==> config.mk <==
export PLATFORM = sky130hd
export DESIGN_NAME = pipe_stage_reg
export DESIGN_NICKNAME = d
export VERILOG_FILES = /design/src/rtl/pipe_pkg.sv /design/src/rtl/pipe_payload_reg.sv /design/src/rtl/pipe_stage_reg.sv
export SDC_FILE = /design/constraint.sdc
export NUM_CORES = 1
export LEC_CHECK = 0
export ABC_AREA = 1
export BUFFER_PORTS_ARGS = -buffer_cell sky130_fd_sc_hd__buf_4
export CELL_PAD_IN_SITES_DETAIL_PLACEMENT = 0
export CELL_PAD_IN_SITES_GLOBAL_PLACEMENT = 1
export CORE_UTILIZATION = 30
export CTS_CLUSTER_SIZE = 40
export DETAILED_ROUTE_END_ITERATION = 8
export HOLD_SLACK_MARGIN = 0.15
export PLACE_DENSITY = 0.62
export SYNTH_ARGS = -nofsm -noshare
export SYNTH_HDL_FRONTEND = slang
export SYNTH_HIERARCHICAL = 1
export SYNTH_SLANG_ARGS = --single-unit
export TNS_END_PERCENT = 30
==> constraint.sdc <==
create_clock -name clk_i -period 2.6 [get_ports clk_i]
set_input_delay 0.78 -clock clk_i [delete_from_list [all_inputs] [get_ports clk_i]]
set_output_delay 0.78 -clock clk_i [all_outputs]
set_load 0.01 [all_outputs]
==> src/rtl/pipe_pkg.sv <==
// Shared types and helpers for the elastic pipeline stage register.
package pipe_pkg;

   typedef enum logic [1:0] {
      ST_EMPTY = 2'd0,
      ST_ONE   = 2'd1,
      ST_TWO   = 2'd2
   } state_t;

   localparam logic [31:0] SAT_MAX = 32'hFFFF_FFFF;

   function automatic int payload_w(input int ctrl_w, input int num_data,
                                    input int data_w, input int rd_w);
      return ctrl_w + num_data * data_w + rd_w;
   endfunction

endpackage

==> src/rtl/pipe_payload_reg.sv <==
// Payload-wide register with load enable; clear wins over load.
module pipe_payload_reg #(
   parameter int W = 8
) (
   input  logic         clk,
   input  logic         clear,
   input  logic         load,
   input  logic [W-1:0] d,
   output logic [W-1:0] q
);

   always_ff @(posedge clk) begin
      if (clear) begin
         q <= '0;
      end else if (load) begin
         q <= d;
      end
   end

endmodule

==> src/rtl/pipe_stage_reg.sv <==
// Elastic inter-stage register: main + skid entry, valid/ready, flush-to-bubble.
// Optional PIPE_STAGE_PERF_EN adds saturating stall and bubble counters.
module pipe_stage_reg
   import pipe_pkg::*;
#(
   parameter int CTRL_W   = 2,
   parameter int DATA_W   = 32,
   parameter int NUM_DATA = 2,
   parameter int RD_W     = 5
) (
   input  logic                       clk_i,
   input  logic                       rst_i,
   input  logic                       flush_i,
   input  logic                       in_valid_i,
   output logic                       in_ready_o,
   input  logic [CTRL_W-1:0]          ctrl_i,
   input  logic [NUM_DATA*DATA_W-1:0] data_i,
   input  logic [RD_W-1:0]            rd_i,
   output logic                       out_valid_o,
   input  logic                       out_ready_i,
   output logic [CTRL_W-1:0]          ctrl_o,
   output logic [NUM_DATA*DATA_W-1:0] data_o,
   output logic [RD_W-1:0]            rd_o
`ifdef PIPE_STAGE_PERF_EN
   ,
   output logic [31:0]                stall_cnt_o,
   output logic [31:0]                bubble_cnt_o
`endif
);

   localparam int PW = payload_w(CTRL_W, NUM_DATA, DATA_W, RD_W);
   localparam int MW = PW - CTRL_W;

   state_t            state_q;
   state_t            state_d;
   logic              in_xfer;
   logic              out_xfer;
   logic              load_main;
   logic              load_skid;
   logic              main_from_skid;
   logic [MW-1:0]     main_d;
   logic [MW-1:0]     main_q;
   logic [PW-1:0]     skid_q;
   logic [CTRL_W-1:0] ctrl_next;

   assign in_xfer  = in_valid_i & in_ready_o;
   assign out_xfer = out_valid_o & out_ready_i;

   always_comb begin
      state_d        = state_q;
      load_main      = 1'b0;
      load_skid      = 1'b0;
      main_from_skid = 1'b0;
      case (state_q)
         ST_EMPTY: begin
            if (in_xfer) begin
               load_main = 1'b1;
               state_d   = ST_ONE;
            end
         end
         ST_ONE: begin
            if (in_xfer && out_xfer) begin
               load_main = 1'b1;
            end else if (in_xfer) begin
               load_skid = 1'b1;
               state_d   = ST_TWO;
            end else if (out_xfer) begin
               state_d = ST_EMPTY;
            end
         end
         ST_TWO: begin
            if (out_xfer) begin
               load_main      = 1'b1;
               main_from_skid = 1'b1;
               state_d        = ST_ONE;
            end
         end
         default: state_d = ST_EMPTY;
      endcase
      // Flush drops the incoming entry; any output transfer this cycle has already happened.
      if (flush_i) begin
         state_d   = ST_EMPTY;
         load_main = 1'b0;
         load_skid = 1'b0;
      end
   end

   assign main_d    = main_from_skid ? skid_q[MW-1:0] : {data_i, rd_i};
   assign ctrl_next = main_from_skid ? skid_q[PW-1 -: CTRL_W] : ctrl_i;

   // ctrl is kept apart from main so it can drop to zero while data and rd hold.
   pipe_payload_reg #(.W(MW)) u_main (
      .clk   (clk_i),
      .clear (rst_i),
      .load  (load_main),
      .d     (main_d),
      .q     (main_q)
   );

   pipe_payload_reg #(.W(PW)) u_skid (
      .clk   (clk_i),
      .clear (rst_i | flush_i),
      .load  (load_skid),
      .d     ({ctrl_i, data_i, rd_i}),
      .q     (skid_q)
   );

   always_ff @(posedge clk_i) begin
      if (rst_i) begin
         state_q     <= ST_EMPTY;
         out_valid_o <= 1'b0;
         in_ready_o  <= 1'b1;
         ctrl_o      <= '0;
      end else begin
         state_q     <= state_d;
         out_valid_o <= (state_d != ST_EMPTY);
         in_ready_o  <= (state_d != ST_TWO);
         if (load_main) begin
            ctrl_o <= ctrl_next;
         end else if (state_d == ST_EMPTY) begin
            ctrl_o <= '0;
         end
      end
   end

   assign data_o = main_q[MW-1:RD_W];
   assign rd_o   = main_q[RD_W-1:0];

`ifdef PIPE_STAGE_PERF_EN
   always_ff @(posedge clk_i) begin
      if (rst_i) begin
         stall_cnt_o  <= '0;
         bubble_cnt_o <= '0;
      end else begin
         if (out_valid_o && !out_ready_i && stall_cnt_o != SAT_MAX) begin
            stall_cnt_o <= stall_cnt_o + 32'd1;
         end
         if (!out_valid_o && bubble_cnt_o != SAT_MAX) begin
            bubble_cnt_o <= bubble_cnt_o + 32'd1;
         end
      end
   end
`endif

endmodule

# Yosys cells after proc, flatten, opt, wreduce, memory -nomap -nowiden
# Cells that the tools add are included.
# word_totals
register_bits	146
in_bits	76
out_inout_bits	73
# classes
eq_ne	3
muxes	20
bitwise	3
n_reduce_logical	5
# op_table
cell	n
$mux 69	1
$mux 2	9
$mux 1	8
$pmux 2 s3	1
$logic_not 2->1	2
$reduce_bool 2->1	2
$pmux 1 s3	1
$and 1x1->1	2
$eq 2x1->1 const B	1
$eq 2x2->1 const B	1
$ne 2x2->1 const B	1
$logic_and 1x1->1	1
$or 1x1->1	1

# Longest topological paths before layout
# Gate-level depths: netlist of run 1.
# depth
word_depth	9
depth_mapped	10
mapped_depth_nobuf	8

# Modules after synthesis
# Netlist of run 1, hierarchy kept.
# by_module_without_submodules
mod	n_inst	cells_per_inst	area_each_um2
pipe_payload_reg (u_skid)	1	450	2924.1
pipe_payload_reg (u_main)	1	437	2861.5
pipe_stage_reg	1	121	1478.9

# Worst setup path before layout of run 1
# OpenSTA, ideal clock, no wires.
# synth_timing
kind	input to register
start	input in_valid_i
end	register u_skid.q[50]
setup_time_ps	113
arrival_ps	1709
required_ps	2487
path_slack_ps	778
path_stages	10
path_buffers	3
cell_sequence	nand2_1 > nor2_1 > inv_1 > nor3_1 > buf_6 > buf_6 > buf_6 > nand2_1 > nand2_1 > nor2_1
# synth_between
elab_chain_cells	5
word_cells_on_any_way	6
# synth_rtl
element	line_no	text
start, declared	pipe_stage_reg.sv:14	input logic in_valid_i,
$and 1x1->1 (*)	pipe_stage_reg.sv:46	assign in_xfer = in_valid_i & in_ready_o;
$mux 1 / $logic_and 1x1->1 (equally long branches)	pipe_stage_reg.sv:64, pipe_stage_reg.sv:62	
$mux 1 (*)	pipe_stage_reg.sv:62	if (in_xfer && out_xfer) begin
$mux 1 (*)	pipe_stage_reg.sv:54	case (state_q)
$mux 1 (*)	pipe_stage_reg.sv:81	if (flush_i) begin
net load_skid	pipe_stage_reg.sv:39	logic load_skid;
end signal, assigned	pipe_payload_reg.sv:14	q <= '0;
end signal, assigned	pipe_payload_reg.sv:16	q <= d;
end, declared	pipe_payload_reg.sv:9	output logic [W-1:0] q
# Mark *: on every way through the listed nets, which the timed path passes. The rest lies on a longest branch.
# A chain may end at the register's enable or synchronous reset.

# Worst setup path after layout of run 1
# layout_timing
start	input in_valid_i
end	register u_skid.q[30]
# Same word-level chain as after synthesis.

==> results.yml, run 1 <==
outcome:
  outcome: "finished, final reports clean"
detailed_routing:
  ant_nets: 0
  drt_wl_total_um: 17100
  drt-vias-per-instance: 3.91
  drtIter0Drc: 213
  drc: 0
  dr.pass1.iters: 4
  dr_total_vias: 5745
  routedWlPerCell_um: 11.6
timing:
  rsz0062_at_grt: "false"
  layout_min_cycle_time_ns: 1.76
  finalSetupViolCount: 0
  drv_slew: 0
  skew_ns: 0.0111
  hold_viol: 0
  fin_crit_sh_pct: 67.5
  worst_pin_slew_ns: 0.575
  slew_headroom_pct: 61.7
  fin_setup_tns_ns: 0
  fmax_mhz: 570
yosys:
  synth_adder_area_share_pct: 0
  mappedNetlistArea_um2: 7260
  synthMuxAreaShare_pct: 14.2
  synth_simple_gate_area_share_pct: 31.0
  synth.avg_cell_area_um2: 7.21
  synthXorXnorAreaFrac_pct: 0
  synth_fp_nets: 1084
  synth.ff_latch_count: 146
  yosys_warnings: 6
  synthCells: 1008
  synth_top_family_by_area: "simple AND/OR/NAND/NOR gates"
  synth_compound_area_share_pct: 0.310
  seq_area_frac_synth_pct: 40.2
  ys_types: 21
worst_setup_path:
  crit_family: "simple AND/OR/NAND/NOR gates"
  crit_chain: "buf_4 -> nand2_1 -> nor2_1 -> inv_1 -> nor3_2 -> buf_12 -> nand2_1 -> nand2_1 -> nor2_1"
  cpPeakStageDelay_ns: 0.36
  critPathRequiredTime_ns: 2.90
  crit_path_start_kind: "input pin"
  critPathKind: "in2reg"
  endpoint_kind: "flip-flop"
  path_max_fanout: 80
  critPathArrivalTime_ns: 2.06
  cp_num_buf_inv: 3
  crit_top_cell: "nand2_1"
  critical_path.slowest_cell: "buf_12"
global_route:
  grt_max_degree: 81
  grt_first_pass_wirelength_um: 27700
  antenna_found_initial: 0
  overflow: 0
  grt_pass1_vias: 5333
  track_usage_pct: 14.5
clocking:
  cts_setup_buffers: 0
  path_clk_slew_ns: 0.06
  cts_root_buf: "clkbuf_16"
  ctsHtreeMaxLevel: 4
  cts_tree: "built"
  cts_buffers: 17
  cts_num_sinks: 146
  ctsResizeCount: 0
  clockBufferDepth: 2
  postCtsHoldBufs: 0
  insertion_delay_ns: 0.41
pwr:
  power.density_nw_per_um2: 625
  ir_worst_vdd_v: 0.000345
  leakagePower_nw: 4.71
cells_and_area:
  nets: 1215
  syn_to_final_growth_pct: 26.4
  drive_above_1_share_pct: 23.4
  n_antenna_cell: 0
  layoutNonFillerInstCount: 1470
floorplanning:
  initial_core_util_pct: 30.8
  coreArea_um2: 23600
  dieArea_um2: 24800
  io_pins: 149
  die_y_um: 158
  rows: 56
  die_x_um: 158
placed_design:
  dp.cells: 1439
  hpwl_um: 11300
  gp_congestion: 0.688
  io_buffers: 148
hold_path:
  worstHoldPathType: "reg2reg"
job:
  maxCapViolations: 0
## registers in the layout, summed over array words and instances (netlist names)
name / count
u_skid/q: 71
u_main/q: 69
ctrl_o: 2
state_q: 2
in_ready_o: 1
out_valid_o: 1
## worst min-delay path: cells and delay by family, from the launching register on
kind	cells	cell delay (ns)
flops	1	0.31
simple gates	2	0.13
## logic make-up after synthesis
| family | Yosys count |
|---|---|
| AO/OA/AOI/OAI | 4 |
| buffers and inverters | 200 |
| flip-flops | 146 |
| multiplexers | 69 |
| AND/OR/NAND/NOR | 589 |
## cell usage in the layout (no fill, tap or decap), drive strengths merged, types with 2 or more instances in the layout
master / synthesis / routed
clkinv: 0 / 4
clkbuf: 8 / 22
buf: 44 / 164
nand3: 7 / 7
a21oi: 3 / 3
dfxtp: 146 / 146
mux2: 69 / 69
nor3: 2 / 2
nand2: 294 / 294
inv: 148 / 148
nor2: 285 / 285
bufinv: 0 / 4
## stage by stage
| step | cell area [um^2] | power [mW] | hold WS (ns) | util (%) | setup WS (ns) |
|---|---|---|---|---|---|
| finish | 9180 | 5.73 | 0.470 | 38.9 | 0.844 |
| detailed placement | 8560 | 3.19 | 0.463 | 36.3 | 0.409 |
| global placement | 8560 | 3.19 | 0.456 | 36.3 | 0.407 |
| global route | 9180 | 6.03 | 0.480 | 38.9 | 0.670 |
| floorplan | 7260 | 2.88 | 0.449 | - | 0.778 |
| CTS | 9180 | 5.85 | 0.471 | 38.9 | 0.848 |
## synth_stat cells, drive strengths merged
library cell	n	area, um^2
clkbuf	8	30.0
nand2	294	1120
nor3	2	10.0
a211oi	1	7.51
nor2	285	1080
inv	148	556
nand4	1	6.26
nand3	7	35.0
a21oi	3	15.0
mux2	69	1030
dfxtp	146	2920
buf	44	453
## power by group
part,total (mW),switching [mW],internal (mW)
Sequential,2.39,0.0539,2.33
Combinational,0.743,0.362,0.381
Clock,2.61,0.951,1.65
## metal layers
| metal | routed length (um) | global-route usage [%] | up-vias |
|---|---|---|---|
| li1 | - | - | 3203 |
| met1 | 8040 | 17.7 | 2441 |
| met2 | 8180 | 24.8 | 90 |
| met3 | 701 | 3.18 | 11 |
| met4 | 193 | 4.99 | 0 |
| met5 | 0 | 0 | - |
## path summary, 6_finish.rpt
kind	cells after the start	slack (ns)	end	from
max	9	0.84	u_skid/q[30]	in_valid_i
min	2	0.47	u_main/q[35]	u_main/q[35]
max reg2reg	9	0.88	u_main/q[13]	state_q[1]
min reg2reg	2	0.47	u_main/q[35]	u_main/q[35]
## layout make-up
class / count / area (um^2)
Tap cell: 319 / 399
Timing Repair Buffer: 164 / 1370
Clock buffer: 22 / 464
Multi-Input combinational cell: 662 / 3320
Sequential cell: 146 / 2920
Fill cell: 2546 / 14400
Inverter: 148 / 556
Clock inverter: 9 / 155
No activity file was read; power rests on OpenSTA's default activity.
==> run 2, diff against run 1 <==
==> constraint.sdc (replaced) <==
create_clock -name clk_i -period 1.75 [get_ports clk_i]
set_input_delay 0.525 -clock clk_i [delete_from_list [all_inputs] [get_ports clk_i]]
set_output_delay 0.525 -clock clk_i [all_outputs]
set_load 0.01 [all_outputs]
==> results.yml, run 2 (same netlist as run 1, synthesis figures left out) <==
detailed_routing:
  drt_wl_total_um: 17100
  drt-vias-per-instance: 3.96
  dr_total_vias: 5883
  routedWlPerCell_um: 11.5
  drc: 0
  dr.pass1.iters: 4
  ant_nets: 0
  drtIter0Drc: 231
floorplanning:
  rows: 56
  io_pins: 149
  die_y_um: 158
  die_x_um: 158
  initial_core_util_pct: 30.8
  dieArea_um2: 24800
  coreArea_um2: 23600
clocking:
  insertion_delay_ns: 0.42
  path_clk_slew_ns: 0.06
  cts_root_buf: "clkbuf_16"
  clockBufferDepth: 2
  cts_num_sinks: 146
  postCtsHoldBufs: 0
  ctsHtreeMaxLevel: 4
  cts_tree: "built"
  cts_buffers: 17
cells_and_area:
  drive_above_1_share_pct: 24.5
  n_antenna_cell: 0
  largest_reg_flops: 71
  syn_to_final_growth_pct: 29.7
  layoutNonFillerInstCount: 1486
  top_regs: "u_skid/q (71), u_main/q (69)"
  final_core_util_pct: 39.9
  regMostFlops: "u_skid/q"
  mostFrequentLayoutCells: "292 x nand2_1, 284 x nor2_1, 158 x buf_4"
  layout_commonest_cell: "nand2_1"
  nets: 1230
worst_setup_path:
  critPathArrivalTime_ns: 1.91
  crit_path_start_kind: "flip-flop"
  path_max_fanout: 11
  critPathRequiredTime_ns: 2.06
  critPathKind: "reg2reg"
  endpoint_kind: "flip-flop"
placed_design:
  dp.cells: 1454
  gp_congestion: 0.696
  io_buffers: 148
  hpwl_um: 11700
hold_path:
  worstHoldPathType: "in2reg"
global_route:
  track_usage_pct: 14.5
  grt_max_degree: 40
  antenna_found_initial: 0
  overflow: 0
  grt_first_pass_wirelength_um: 27900
  grt_pass1_vias: 5484
pwr:
  power.density_nw_per_um2: 909
  ir_worst_vdd_v: 0.000504
  totalPowerFinal_mw: 8.57
  leakagePower_nw: 4.83
timing:
  fmax_mhz: 626
  hold_viol: 0
  fin_setup_tns_ns: 0
  slew_headroom_pct: 78.1
  drv_slew: 0
  layout_min_cycle_time_ns: 1.60
  rsz0062_at_grt: "false"
  skew_ns: 0.0129
  fin_crit_sh_pct: 91.2
  worst_pin_slew_ns: 0.329
  finalSetupViolCount: 0
outcome:
  outcome: "finished, final reports clean"
job:
  maxCapViolations: 0
[run 2: layout make-up]
type / instances / area [um^2]
well taps: 319 / 399
multi-input cells: 662 / 3320
fillers: 2523 / 14200
inverters: 148 / 556
clock buffers: 19 / 433
repair buffers: 179 / 1610
flip-flops and latches: 146 / 2920
clock inverters: 13 / 183
[run 2: power breakdown]
group | internal, mW | switching, mW
Combinational | 0.595 | 0.543
Sequential | 3.47 | 0.0794
Clock | 2.39 | 1.49
Total | 6.45 | 2.12
[run 2: per-stage QoR]
step	area, um^2	setup slack (ns)	hold slack (ns)
finish	9420	0.154	0.325
global route	9420	0.0360	0.302
CTS	9420	0.105	0.301
detailed placement	8800	-0.155	0.463
global placement	8800	-0.162	0.459
floorplan	7260	0.183	0.449
[run 2: critical path, stage by stage (launching register included)]
cell	delay, ns
dfxtp_1	0.39
inv_2	0.08
nor2_4	0.18
nand2_8	0.16
buf_12	0.20
mux2_4	0.29
inv_1	0.06
nand2_1	0.04
nand2_1	0.05
nor2_1	0.04
[run 2: what timing repair did]
action / CTS / global route
gates resized for setup: 0 / 1
setup buffers: 0 / 0
endpoints found under the setup margin: 0 / 14
[run 2: layer usage]
metal  vias up  GRT usage, %  part of all wire, %
li1       3237             -                    -
met1      2536          17.5                   48
met2        93          24.4                   46
met3        17          3.81                  4.8
met4         0          5.50                  1.6
met5         -             0                    0
[run 2: worst paths after layout]
check          startpoint            to  slack, ns  cells past startpoint
max            state_q[1]  u_main/q[21]       0.15                      9
min                 rst_i   out_valid_o       0.32                      2
max reg2reg    state_q[1]  u_main/q[21]       0.15                      9
min reg2reg  u_skid/q[42]  u_skid/q[42]       0.47                      2
==> run 3, diff against run 2 <==
==> constraint.sdc (replaced) <==
create_clock -name clk_i -period 1.5 [get_ports clk_i]
set_input_delay 0.45 -clock clk_i [delete_from_list [all_inputs] [get_ports clk_i]]
set_output_delay 0.45 -clock clk_i [all_outputs]
set_load 0.01 [all_outputs]
==> results.yml, run 3 (same netlist as run 1, synthesis figures left out) <==
outcome:
  outcome: "finished, violations left"
  violations: "negative setup slack"
detailed_routing:
  drt-vias-per-instance: 3.95
  drtIter0Drc: 199
  drt_wl_total_um: 18800
  routedWlPerCell_um: 12.4
  ant_nets: 0
  dr.pass1.iters: 4
  dr_total_vias: 5973
  drc: 0
worst_setup_path:
  crit_path_start_kind: "flip-flop"
  critPathLaunch: "state_q[1]"
  critical_path.slowest_cell: "dfxtp_2"
  critPathRequiredTime_ns: 1.82
  crit_family: "buffers and inverters"
  cp_num_buf_inv: 4
  cpPeakStageDelay_ns: 0.34
  path_max_fanout: 5
  r2r-start: "state_q[1]"
  crit_chain: "inv_2 -> nor2_4 -> buf_12 -> nand2_8 -> clkbuf_16 -> mux2_4 -> inv_2 -> nand2_1 -> nand2_1 -> nor2_1"
  critPathKind: "reg2reg"
  endpoint_kind: "flip-flop"
  critPathArrivalTime_ns: 1.86
timing:
  fin_crit_sh_pct: 103
  worst_slack_ns: -0.0478
  worst_pin_slew_ns: 0.330
  finalSetupViolCount: 60
  rsz0062_at_grt: "true"
  hold_viol: 0
  layout_min_cycle_time_ns: 1.55
  skew_ns: 0.00919
  slew_headroom_pct: 78.0
  drv_slew: 0
  fmax_mhz: 646
cells_and_area:
  mostFrequentLayoutCells: "276 x nor2_1, 271 x nand2_1, 162 x buf_4"
  regMostFlops: "u_skid/q"
  nets: 1257
  top_regs: "u_skid/q (71), u_main/q (69)"
  largest_reg_flops: 71
  final_core_util_pct: 42.4
  drive_above_1_share_pct: 33.5
  layout_commonest_cell: "nor2_1"
  n_antenna_cell: 0
  syn_to_final_growth_pct: 37.7
placed_design:
  gp_congestion: 0.726
  io_buffers: 148
  hpwl_um: 11400
  pre_cts_ws_ns: -0.265
clocking:
  cts_tree: "built"
  cts_root_buf: "clkbuf_16"
  path_clk_slew_ns: 0.06
  insertion_delay_ns: 0.42
  cts_buffers: 17
  postCtsHoldBufs: 0
  clockBufferDepth: 2
  cts_num_sinks: 146
  ctsHtreeMaxLevel: 4
pwr:
  ir_worst_vdd_v: 0.000577
  leakagePower_nw: 5.01
  power.density_nw_per_um2: 1040
floorplanning:
  coreArea_um2: 23600
  die_x_um: 158
  io_pins: 149
  die_y_um: 158
  dieArea_um2: 24800
  initial_core_util_pct: 30.8
  rows: 56
global_route:
  grt_first_pass_wirelength_um: 27700
  track_usage_pct: 14.4
  antenna_found_initial: 0
  grt_pass1_vias: 5373
  grt_max_degree: 48
  overflow: 0
job:
  maxCapViolations: 0
hold_path:
  worstHoldPathType: "in2reg"
  hold_start: "rst_i"
==> run 3: cell types whose count changed in the layout (fill, tap and decap cells not counted), sizes merged <==
cell | previous run | this run
inv | 150 | 149
clkinv | 6 | 3
bufinv | 4 | 5
buf | 179 | 195
nand2 | 294 | 296
clkinvlp | 1 | 2
clkbuf | 19 | 30
==> run 3: per-layer routing <==
| layer | vias up | GRT usage, % | wire, um |
|---|---|---|---|
| met5 | - | 0 | 0 |
| met1 | 2580 | 17.9 | 8820 |
| li1 | 3294 | - | - |
| met3 | 11 | 4.00 | 804 |
| met2 | 88 | 24.0 | 8960 |
| met4 | 0 | 4.81 | 204 |
==> run 3: power breakdown <==
part / internal [mW] / switching [mW]
sequential: 4.04 / 0.0961
combinational: 0.782 / 0.699
clock: 3.06 / 1.76
==> run 3: worst register-to-register path, cell delays in order, from the launching register on <==
cell and delay, ns:
dfxtp_2 0.34, inv_2 0.05, nor2_4 0.14, buf_12 0.15
nand2_8 0.10, clkbuf_16 0.19, mux2_4 0.30, inv_2 0.05
nand2_1 0.04, nand2_1 0.05, nor2_1 0.03
==> run 3: timing repair <==
action	4_1_cts	5_1_grt
setup buffers	3	6
endpoints found under the hold margin	0	0
cloned	1	12
resized for setup	5	99
pin swaps	1	10
endpoints found under the setup margin	128	142
==> run 3: final cells by class <==
class	instances	area [um^2]
Clock buffer	21	460
Clock inverter	11	200
Fill cell	2501	13600
Inverter	148	561
Multi-Input combinational cell	664	3440
Sequential cell	146	2920
Tap cell	319	399
Timing Repair Buffer	204	2010
==> run 3: worst paths after layout <==
| check | depth (start not counted) | slack (ns) | to |
|---|---|---|---|
| worst max-delay path | 10 | -0.05 | u_main/q[10] |
| worst min register to register | 2 | 0.47 | u_main/q[39] |
| worst max register to register | 10 | -0.05 | u_main/q[10] |
| worst min-delay path | 2 | 0.24 | ctrl_o[1] |
==> run 3: per-stage QoR <==
| step | setup TNS, ns | instances | hold slack (ns) | power, mW | instance area, um^2 |
|---|---|---|---|---|---|
| final | -1.13 | 1513 | 0.245 | 10.4 | 10000 |
| after global routing | -8.70 | 1513 | 0.226 | 11.0 | 10000 |
| after CTS | 0 | 1495 | 0.217 | 10.5 | 9520 |
| after detailed placement | -27.36 | 1459 | 0.462 | 5.56 | 8800 |
| after global placement | -27.96 | 1459 | 0.457 | 5.56 | 8800 |
| after floorplan | 0 | 1008 | 0.449 | 4.99 | 7260 |
